==> src/rtl/rs232_pkg.sv <==
// Shared definitions for the RS-232 receiver and transmitter.
package rs232_pkg;

  localparam int unsigned DataBits = 8;

  typedef enum logic [2:0] {
    StIdle,
    StStart,
    StData,
    StStop,
    StBreak
  } rx_state_e;

  // Rounded clocks per bit.
  function automatic int unsigned clks_per_bit(input int unsigned clock_freq,
                                               input int unsigned baud_rate);
    return (clock_freq + baud_rate / 2) / baud_rate;
  endfunction

endpackage

==> src/rtl/rs232_fifo.sv <==
// Small synchronous FIFO with wrap-bit pointers; same-cycle push and pop allowed even when full.
module rs232_fifo
  import rs232_pkg::*;
#(
  parameter int unsigned WIDTH = DataBits,
  parameter int unsigned DEPTH = 4
) (
  input  logic                       clock,
  input  logic                       reset,
  input  logic                       push,
  input  logic [WIDTH-1:0]           push_data,
  input  logic                       pop,
  output logic [WIDTH-1:0]           head_data,
  output logic                       empty,
  output logic                       full,
  output logic [$clog2(DEPTH):0]     count
);

  localparam int unsigned PtrW = $clog2(DEPTH);
  localparam logic [PtrW:0] PtrOne  = (PtrW + 1)'(1);
  localparam logic [PtrW:0] FullXor = {1'b1, {PtrW{1'b0}}};

  if (DEPTH < 2 || (DEPTH & (DEPTH - 1)) != 0) begin : g_bad_depth
    $error("rs232_fifo: DEPTH must be a power of 2 and at least 2");
  end

  logic [PtrW:0]      wr_ptr_q, rd_ptr_q;
  logic [WIDTH-1:0]   mem_q [DEPTH];
  logic               do_push, do_pop;

  assign empty     = (wr_ptr_q == rd_ptr_q);
  assign full      = ((wr_ptr_q ^ rd_ptr_q) == FullXor);
  assign count     = wr_ptr_q - rd_ptr_q;
  assign head_data = mem_q[rd_ptr_q[PtrW-1:0]];
  assign do_pop    = pop && !empty;
  // When full, a simultaneous pop frees the slot being written.
  assign do_push   = push && (!full || pop);

  always_ff @(posedge clock) begin
    if (reset) begin
      wr_ptr_q <= '0;
      rd_ptr_q <= '0;
      for (int i = 0; i < int'(DEPTH); i++) begin
        mem_q[i] <= '0;
      end
    end else begin
      if (do_push) begin
        mem_q[wr_ptr_q[PtrW-1:0]] <= push_data;
        wr_ptr_q                  <= wr_ptr_q + PtrOne;
      end
      if (do_pop) begin
        rd_ptr_q <= rd_ptr_q + PtrOne;
      end
    end
  end

endmodule

==> src/rtl/rs232_recv.sv <==
// 8N1 RS-232 receiver with mid-bit sampling, output FIFO, framing and overrun flags.
// Define RS232_RECV_FLOWCTL_EN to drive rs232_ctsn from FIFO occupancy.
module rs232_recv
  import rs232_pkg::*;
#(
  parameter int unsigned CLOCK_FREQ = 133000000,
  parameter int unsigned BAUD_RATE  = 12000000,
  parameter int unsigned FIFO_DEPTH = 4
) (
  input  logic                clock,
  input  logic                reset,
  input  logic                rs232_txd,
  output logic                rs232_ctsn,
  output logic [DataBits-1:0] data,
  output logic                valid,
  input  logic                ready,
  output logic                frame_error,
  output logic                overrun
);

  localparam int unsigned CLKS_PER_BIT = clks_per_bit(CLOCK_FREQ, BAUD_RATE);
  localparam int unsigned HALF_BIT     = CLKS_PER_BIT / 2;
  localparam int unsigned CntW         = $clog2(CLKS_PER_BIT);
  localparam int unsigned IdxW         = $clog2(DataBits);
  localparam int unsigned FifoPtrW     = $clog2(FIFO_DEPTH);

  localparam logic [CntW-1:0] CntHalf = CntW'(HALF_BIT);
  localparam logic [CntW-1:0] CntBit  = CntW'(CLKS_PER_BIT - 1);
  localparam logic [CntW-1:0] CntOne  = CntW'(1);
  localparam logic [IdxW-1:0] IdxOne  = IdxW'(1);
  localparam logic [IdxW-1:0] LastBit = IdxW'(DataBits - 1);

  if (CLKS_PER_BIT < 4) begin : g_bad_baud
    $error("rs232_recv: CLKS_PER_BIT must be at least 4");
  end

  logic                rx_meta_q, rxs_q;
  rx_state_e           state_q;
  logic [CntW-1:0]     cnt_q;
  logic [IdxW-1:0]     bit_idx_q;
  logic [DataBits-1:0] shift_q;
  logic                frame_error_q, overrun_q;

  logic                push, pop;
  logic                fifo_empty, fifo_full;
  logic [FifoPtrW:0]   fifo_count;

  // Two-flop synchronizer; idle-high reset so a quiet line is not a start edge.
  always_ff @(posedge clock) begin
    if (reset) begin
      rx_meta_q <= 1'b1;
      rxs_q     <= 1'b1;
    end else begin
      rx_meta_q <= rs232_txd;
      rxs_q     <= rx_meta_q;
    end
  end

  always_ff @(posedge clock) begin
    if (reset) begin
      state_q       <= StIdle;
      cnt_q         <= '0;
      bit_idx_q     <= '0;
      shift_q       <= '0;
      frame_error_q <= 1'b0;
    end else begin
      frame_error_q <= 1'b0;
      unique case (state_q)
        StIdle: begin
          if (!rxs_q) begin
            cnt_q   <= CntHalf;
            state_q <= StStart;
          end
        end
        StStart: begin
          if (cnt_q != '0) begin
            cnt_q <= cnt_q - CntOne;
          end else if (!rxs_q) begin
            cnt_q     <= CntBit;
            bit_idx_q <= '0;
            state_q   <= StData;
          end else begin
            state_q <= StIdle;
          end
        end
        StData: begin
          if (cnt_q != '0) begin
            cnt_q <= cnt_q - CntOne;
          end else begin
            shift_q   <= {rxs_q, shift_q[DataBits-1:1]};
            cnt_q     <= CntBit;
            bit_idx_q <= bit_idx_q + IdxOne;
            if (bit_idx_q == LastBit) begin
              state_q <= StStop;
            end
          end
        end
        StStop: begin
          if (cnt_q != '0) begin
            cnt_q <= cnt_q - CntOne;
          end else if (rxs_q) begin
            state_q <= StIdle;
          end else begin
            frame_error_q <= 1'b1;
            state_q       <= StBreak;
          end
        end
        StBreak: begin
          // Hold here so a long low line reports only one framing error.
          if (rxs_q) begin
            state_q <= StIdle;
          end
        end
        default: state_q <= StIdle;
      endcase
    end
  end

  assign push = (state_q == StStop) && (cnt_q == '0) && rxs_q;
  assign pop  = valid && ready;

  always_ff @(posedge clock) begin
    if (reset) begin
      overrun_q <= 1'b0;
    end else begin
      overrun_q <= push && fifo_full && !pop;
    end
  end

  rs232_fifo #(
    .WIDTH (DataBits),
    .DEPTH (FIFO_DEPTH)
  ) u_fifo (
    .clock     (clock),
    .reset     (reset),
    .push      (push),
    .push_data (shift_q),
    .pop       (pop),
    .head_data (data),
    .empty     (fifo_empty),
    .full      (fifo_full),
    .count     (fifo_count)
  );

  assign valid       = !fifo_empty;
  assign frame_error = frame_error_q;
  assign overrun     = overrun_q;

`ifdef RS232_RECV_FLOWCTL_EN
  // Throttle one entry early so a byte already on the wire still fits.
  localparam logic [FifoPtrW:0] CtsThresh = (FifoPtrW + 1)'(FIFO_DEPTH - 1);
  logic ctsn_q;

  always_ff @(posedge clock) begin
    if (reset) begin
      ctsn_q <= 1'b0;
    end else begin
      ctsn_q <= (fifo_count >= CtsThresh);
    end
  end

  assign rs232_ctsn = ctsn_q;
`else
  logic unused_fifo_count;
  assign unused_fifo_count = ^fifo_count;
  assign rs232_ctsn        = 1'b0;
`endif

endmodule

==> config.mk <==
export PLATFORM = sky130hd
export DESIGN_NAME = rs232_recv
export DESIGN_NICKNAME = d
export VERILOG_FILES = /design/src/rtl/rs232_pkg.sv /design/src/rtl/rs232_fifo.sv /design/src/rtl/rs232_recv.sv
export SDC_FILE = /design/constraint.sdc
export NUM_CORES = 1
export LEC_CHECK = 0
export CAP_MARGIN = 15
export CELL_PAD_IN_SITES_DETAIL_PLACEMENT = 1
export CELL_PAD_IN_SITES_GLOBAL_PLACEMENT = 2
export CORE_UTILIZATION = 40
export CTS_CLUSTER_DIAMETER = 30
export DETAILED_ROUTE_END_ITERATION = 16
export HOLD_SLACK_MARGIN = 0.12
export PLACE_DENSITY_LB_ADDON = 0.25
export SYNTH_ARGS = -nofsm -noshare
export SYNTH_HDL_FRONTEND = slang
export SYNTH_HIERARCHICAL = 1
export SYNTH_SLANG_ARGS = --single-unit
==> constraint.sdc <==
create_clock -name clock -period 3.6 [get_ports clock]
set_input_delay 0.54 -clock clock [delete_from_list [all_inputs] [get_ports clock]]
set_output_delay 0.54 -clock clock [all_outputs]
set_load 0.01 [all_outputs]
; ---- Word level (Yosys, flattened, before mapping)
; Memories as Yosys holds them, arrays and structs flattened. A register that Yosys moved wholly into a read port is not among the register bits.
; Cells that the tools add are included.
[classes]
n_addsub = 4
n_eq_ne = 16
muxes = 30
bitwise = 3
n_reduce_logical = 22
[ops]
columns = cell, n
row1 = 2-to-1 mux 3 bit, 10
row2 = 2-to-1 mux 4 bit, 5
row3 = inequality test 2 bit (second input constant), 8
row4 = case mux 4 bit (4 select lines), 1
row5 = case mux 3 bit (5 select lines), 1
row6 = adder 3 x 1 -> 3 bit (second input constant), 3
row7 = equality test 3 bit (second input constant), 3
row8 = 2-to-1 mux 2 bit, 4
row9 = 2-to-1 mux 8 bit, 1
row10 = AND reduction 4 bit, 2
row11 = nonzero test 4 bit, 2
row12 = OR reduction 8 bit, 1
row13 = logical AND 1 bit, 7
row14 = 2-to-1 mux 1 bit, 7
row15 = equality test 3 x 2 -> 1 bit (second input constant), 2
row16 = case mux 3 bit (2 select lines), 1
row17 = AND reduction 6 bit, 1
row18 = logical NOT 4 bit, 1
row19 = subtractor 4 x 1 -> 4 bit (second input constant), 1
row20 = equality test 3 x 1 -> 1 bit (second input constant), 1
row21 = equality test 3 bit, 1
row22 = logical NOT 1 bit, 3
row23 = logical NOT 3 bit, 1
row24 = inequality test 3 bit (second input constant), 1
row25 = other kinds (6), 7
[totals]
reg_bits = 28
ram_bits = 32
in_bits = 4
out_inout_bits = 12
memories = 1
[mem_list]
columns = memory, words, width, read_ports, rd_clocked_by_memory_dff, write_ports, line_no
row1 = u_fifo.mem_q, 4, 8, 1, 1, 4, rs232_fifo.sv:28  ; logic [WIDTH-1:0] mem_q [DEPTH];

; ---- Depth between registers and ports, before layout
[logic_depth]
ltp_word = 10
ltp_mapped = 8

; ---- By module
; The synthesis kept the hierarchy.
[by_module_without_submodules]
columns = mod, instances, cells_each, area_each_um2, seq_area_each_um2
row1 = rs232_fifo, 1, 141, 1870.5, 1121.1
row2 = rs232_recv, 1, 125, 1042.2, 440.4

; ---- Least setup slack after synthesis
; OpenSTA, ideal clock, no wires.
[synth_timing]
path_kind = reg2reg
from = register u_fifo.wr_ptr_q[0]
to = memory u_fifo/mem_q[3][0] in the netlist's numbering (enable)
arrival_time_ns = 2.366
required_ns = 3.213
slack_ns = 0.847
stages_incl_launch_ff = 9
n_path_buf = 0
period_less_slack_ns = 2.753
cell_sequence = dfxtp_1 inv_1 ha_1 nand2_1 nor2_1 nor2b_1 nand3b_2 o21ai_2 o31ai_1
[synth_rtl]
columns = item, line_no
row1 = start: declaration, rs232_fifo.sv:27  ; logic [PtrW:0] wr_ptr_q, rd_ptr_q;
row2 = start signal: assignment, rs232_fifo.sv:49  ; wr_ptr_q <= wr_ptr_q + PtrOne;
row3 = end: declaration, rs232_fifo.sv:28

==> impl_results.md <==
- Unrepaired setup endpoints after global routing: false
- Hold path startpoint: rx_meta_q
- Post-DRT Antenna Nets: 0
- Rows: 30
- Fin crit period: 2.79 ns
- Max-cap violations: 0
- Total track usage: 20.2%
- Endpoints failing setup: 0
- CTS sink count: 62
- Type of origin of the critical path: flop
- WL final: 6530 um
- Nets: 289
- Iter 0 DRT Violations: 93
- Crit path capture type: flop
- Core box area: 0.00687 sq mm
- Outcome: finished clean
- TritonCTS Buffers: 9
- Worst setup startpoint: u_fifo/wr_ptr_q[0]
- Worst slew pin tran: 0.637 ns
- GPL Wtd Cong: 0.803
- Setup Skew: 0.00756 ns
- Dpl ws: 0.806 ns
- Maximum clock path buffer count: 2
- Fillers: 769
- Pwr per Cell Area: 466 mW/mm^2
- Clk slew on worst S/H paths: 0.07 ns
- First-pass GRT wire length: 10,800 um
- Synth Area per Inst: 11.0 sq um
- Hold Path Class: flop to flop
- Leak: 1.14 nW
- Hold slack: 0.412 ns
- Syn Nets: 274
- Vias in the first global route: 2,044
- Largest net degree at the start of global routing: 32
- Die Y: 86.8 um
- Post-CTS Setup Inserts: 0
- Ports: 16
- R2R Path Start: u_fifo/wr_ptr_q[0]
- CP Data Required Time: 3.61 ns
- Critical Path AT: 2.80 ns
- Yosys warns: 6
- Drt first pass iters: 4
- Hold_buf cts: 0
- Post_cts resized: 0
- Initial Utilization: 41.9%
- Max Clock Freq: 359 MHz
- Post-route setup TNS: 0 ns
- Setup slack after layout: 0.814 ns
- Critical-path maximum fanout: 9
- Proportion of layout cells with a drive suffix above 1: 14.9%
- Peak VDD IR: 0.230 mV
- Crit share post-route: 77.4%
- Mapped Area: 0.00288 sq mm
- Cell at the root of the clock tree: clkbuf_8
- Dpl hpwl: 4700 um
- Crit path kind: flop to flop
- Wire length per cell: 17.3 um
- Via count: 1,964
- Initial antenna violation count: 0
- Placed cell count: 362
- Finished Layout Cells: 378
- Routed vias/inst: 5.20
- Final Cell Area: 0.00331 sq mm
- DIE WIDTH: 86.8 um
- Antenna cell count: 0
- Slew Viols, Final: 0
- CTS tree: built
- Clock Latency Late Sink: 0.34 ns
- Syn Inst Count: 262
- Die area: 0.00753 sq mm
- Slew HR: 57.4%
- Gr ovfl total: 0
- Post-route DRC: 0
- Final hold vios: 0
- # port buffers: 14
- Area growth syn-to-layout: 15.0%
- H-tree Lvls: 3
- Area after DPL: 0.00309 sq mm
[per-stage QoR]
step / total power [W] / util, %
6_report: 0.00154 / 48.1
3_3_place_gp: 0.000897 / 45.0
3_5_place_dp: 0.000900 / 45.0
2_1_floorplan: 0.000863 / -
5_1_grt: 0.00161 / 48.1
4_1_cts: 0.00157 / 48.1
[worst max-delay path, stage by stage, from the launching register on]
cell and delay, ns:
dfxtp_1 0.39, inv_1 0.14, ha_1 0.34, nand2_1 0.12, nor2_1 0.19, nor2b_1 0.14
nand3b_2 0.33, o2111ai_2 0.45, nand2_1 0.34
[state kept, by name (all words and copies together), names as in the netlist, named ones only]
register         cells
state_q              3
u_fifo/wr_ptr_q      3
u_fifo/rd_ptr_q      3
shift_q              8
u_fifo/mem_q        32
overrun              1
frame_error          1
rx_meta_q            1
cnt_q                4
bit_idx_q            3
rxs_q                1
[power breakdown]
part	internal [W]	total (W)	switching, W
sequential	0.000759	0.000777	0.0000177
combinational	0.0000479	0.000107	0.0000588
clock	0.000384	0.000658	0.000273
total	0.00119	0.00154	0.000350
[routing by layer]
metal / routed length [um] / GRT usage (%)
met1: 2810 / 23.6
met2: 3390 / 33.8
met3: 217 / 7.14
met4: 116 / 7.88
met5: 0 / 0
[placed cells by master (no fill, tap or decap), drive strengths merged, types with 3 or more instances in the layout]
cell type and count:
a211oi 3, clkdlybuf4s50 14, inv 11, nand2 38, o2111ai 5, clkbuf 9, edfxtp 32, mux2 4
nor2b 5, nor3 3, mux4 8, clkinv 3, dfxtp 30, a21oi 13, ha 8, o21ai 7
o31ai 3, nor2 46
[worst paths after layout]
| kind | to | slack (ns) | cells past startpoint |
|---|---|---|---|
| setup / recovery | u_fifo/mem_q[0][4] | 0.81 | 8 |
| hold / removal | rxs_q | 0.41 | 1 |
| setup reg to reg | u_fifo/mem_q[0][4] | 0.81 | 8 |
| hold reg to reg | rxs_q | 0.41 | 1 |
[area by class of cell]
cell class / count / area [sq um] / share of cell area [%]
flip-flops and latches: 62 / 1560 / 47.2
multi-input cells: 177 / 1220 / 36.8
repair buffers: 16 / 155 / 4.69
clock buffers: 9 / 124 / 3.75
well taps: 96 / 120 / 3.63
clock inverters: 7 / 88.8 / 2.69
inverters: 11 / 41.3 / 1.25
(Power assumes the default switching activity.)
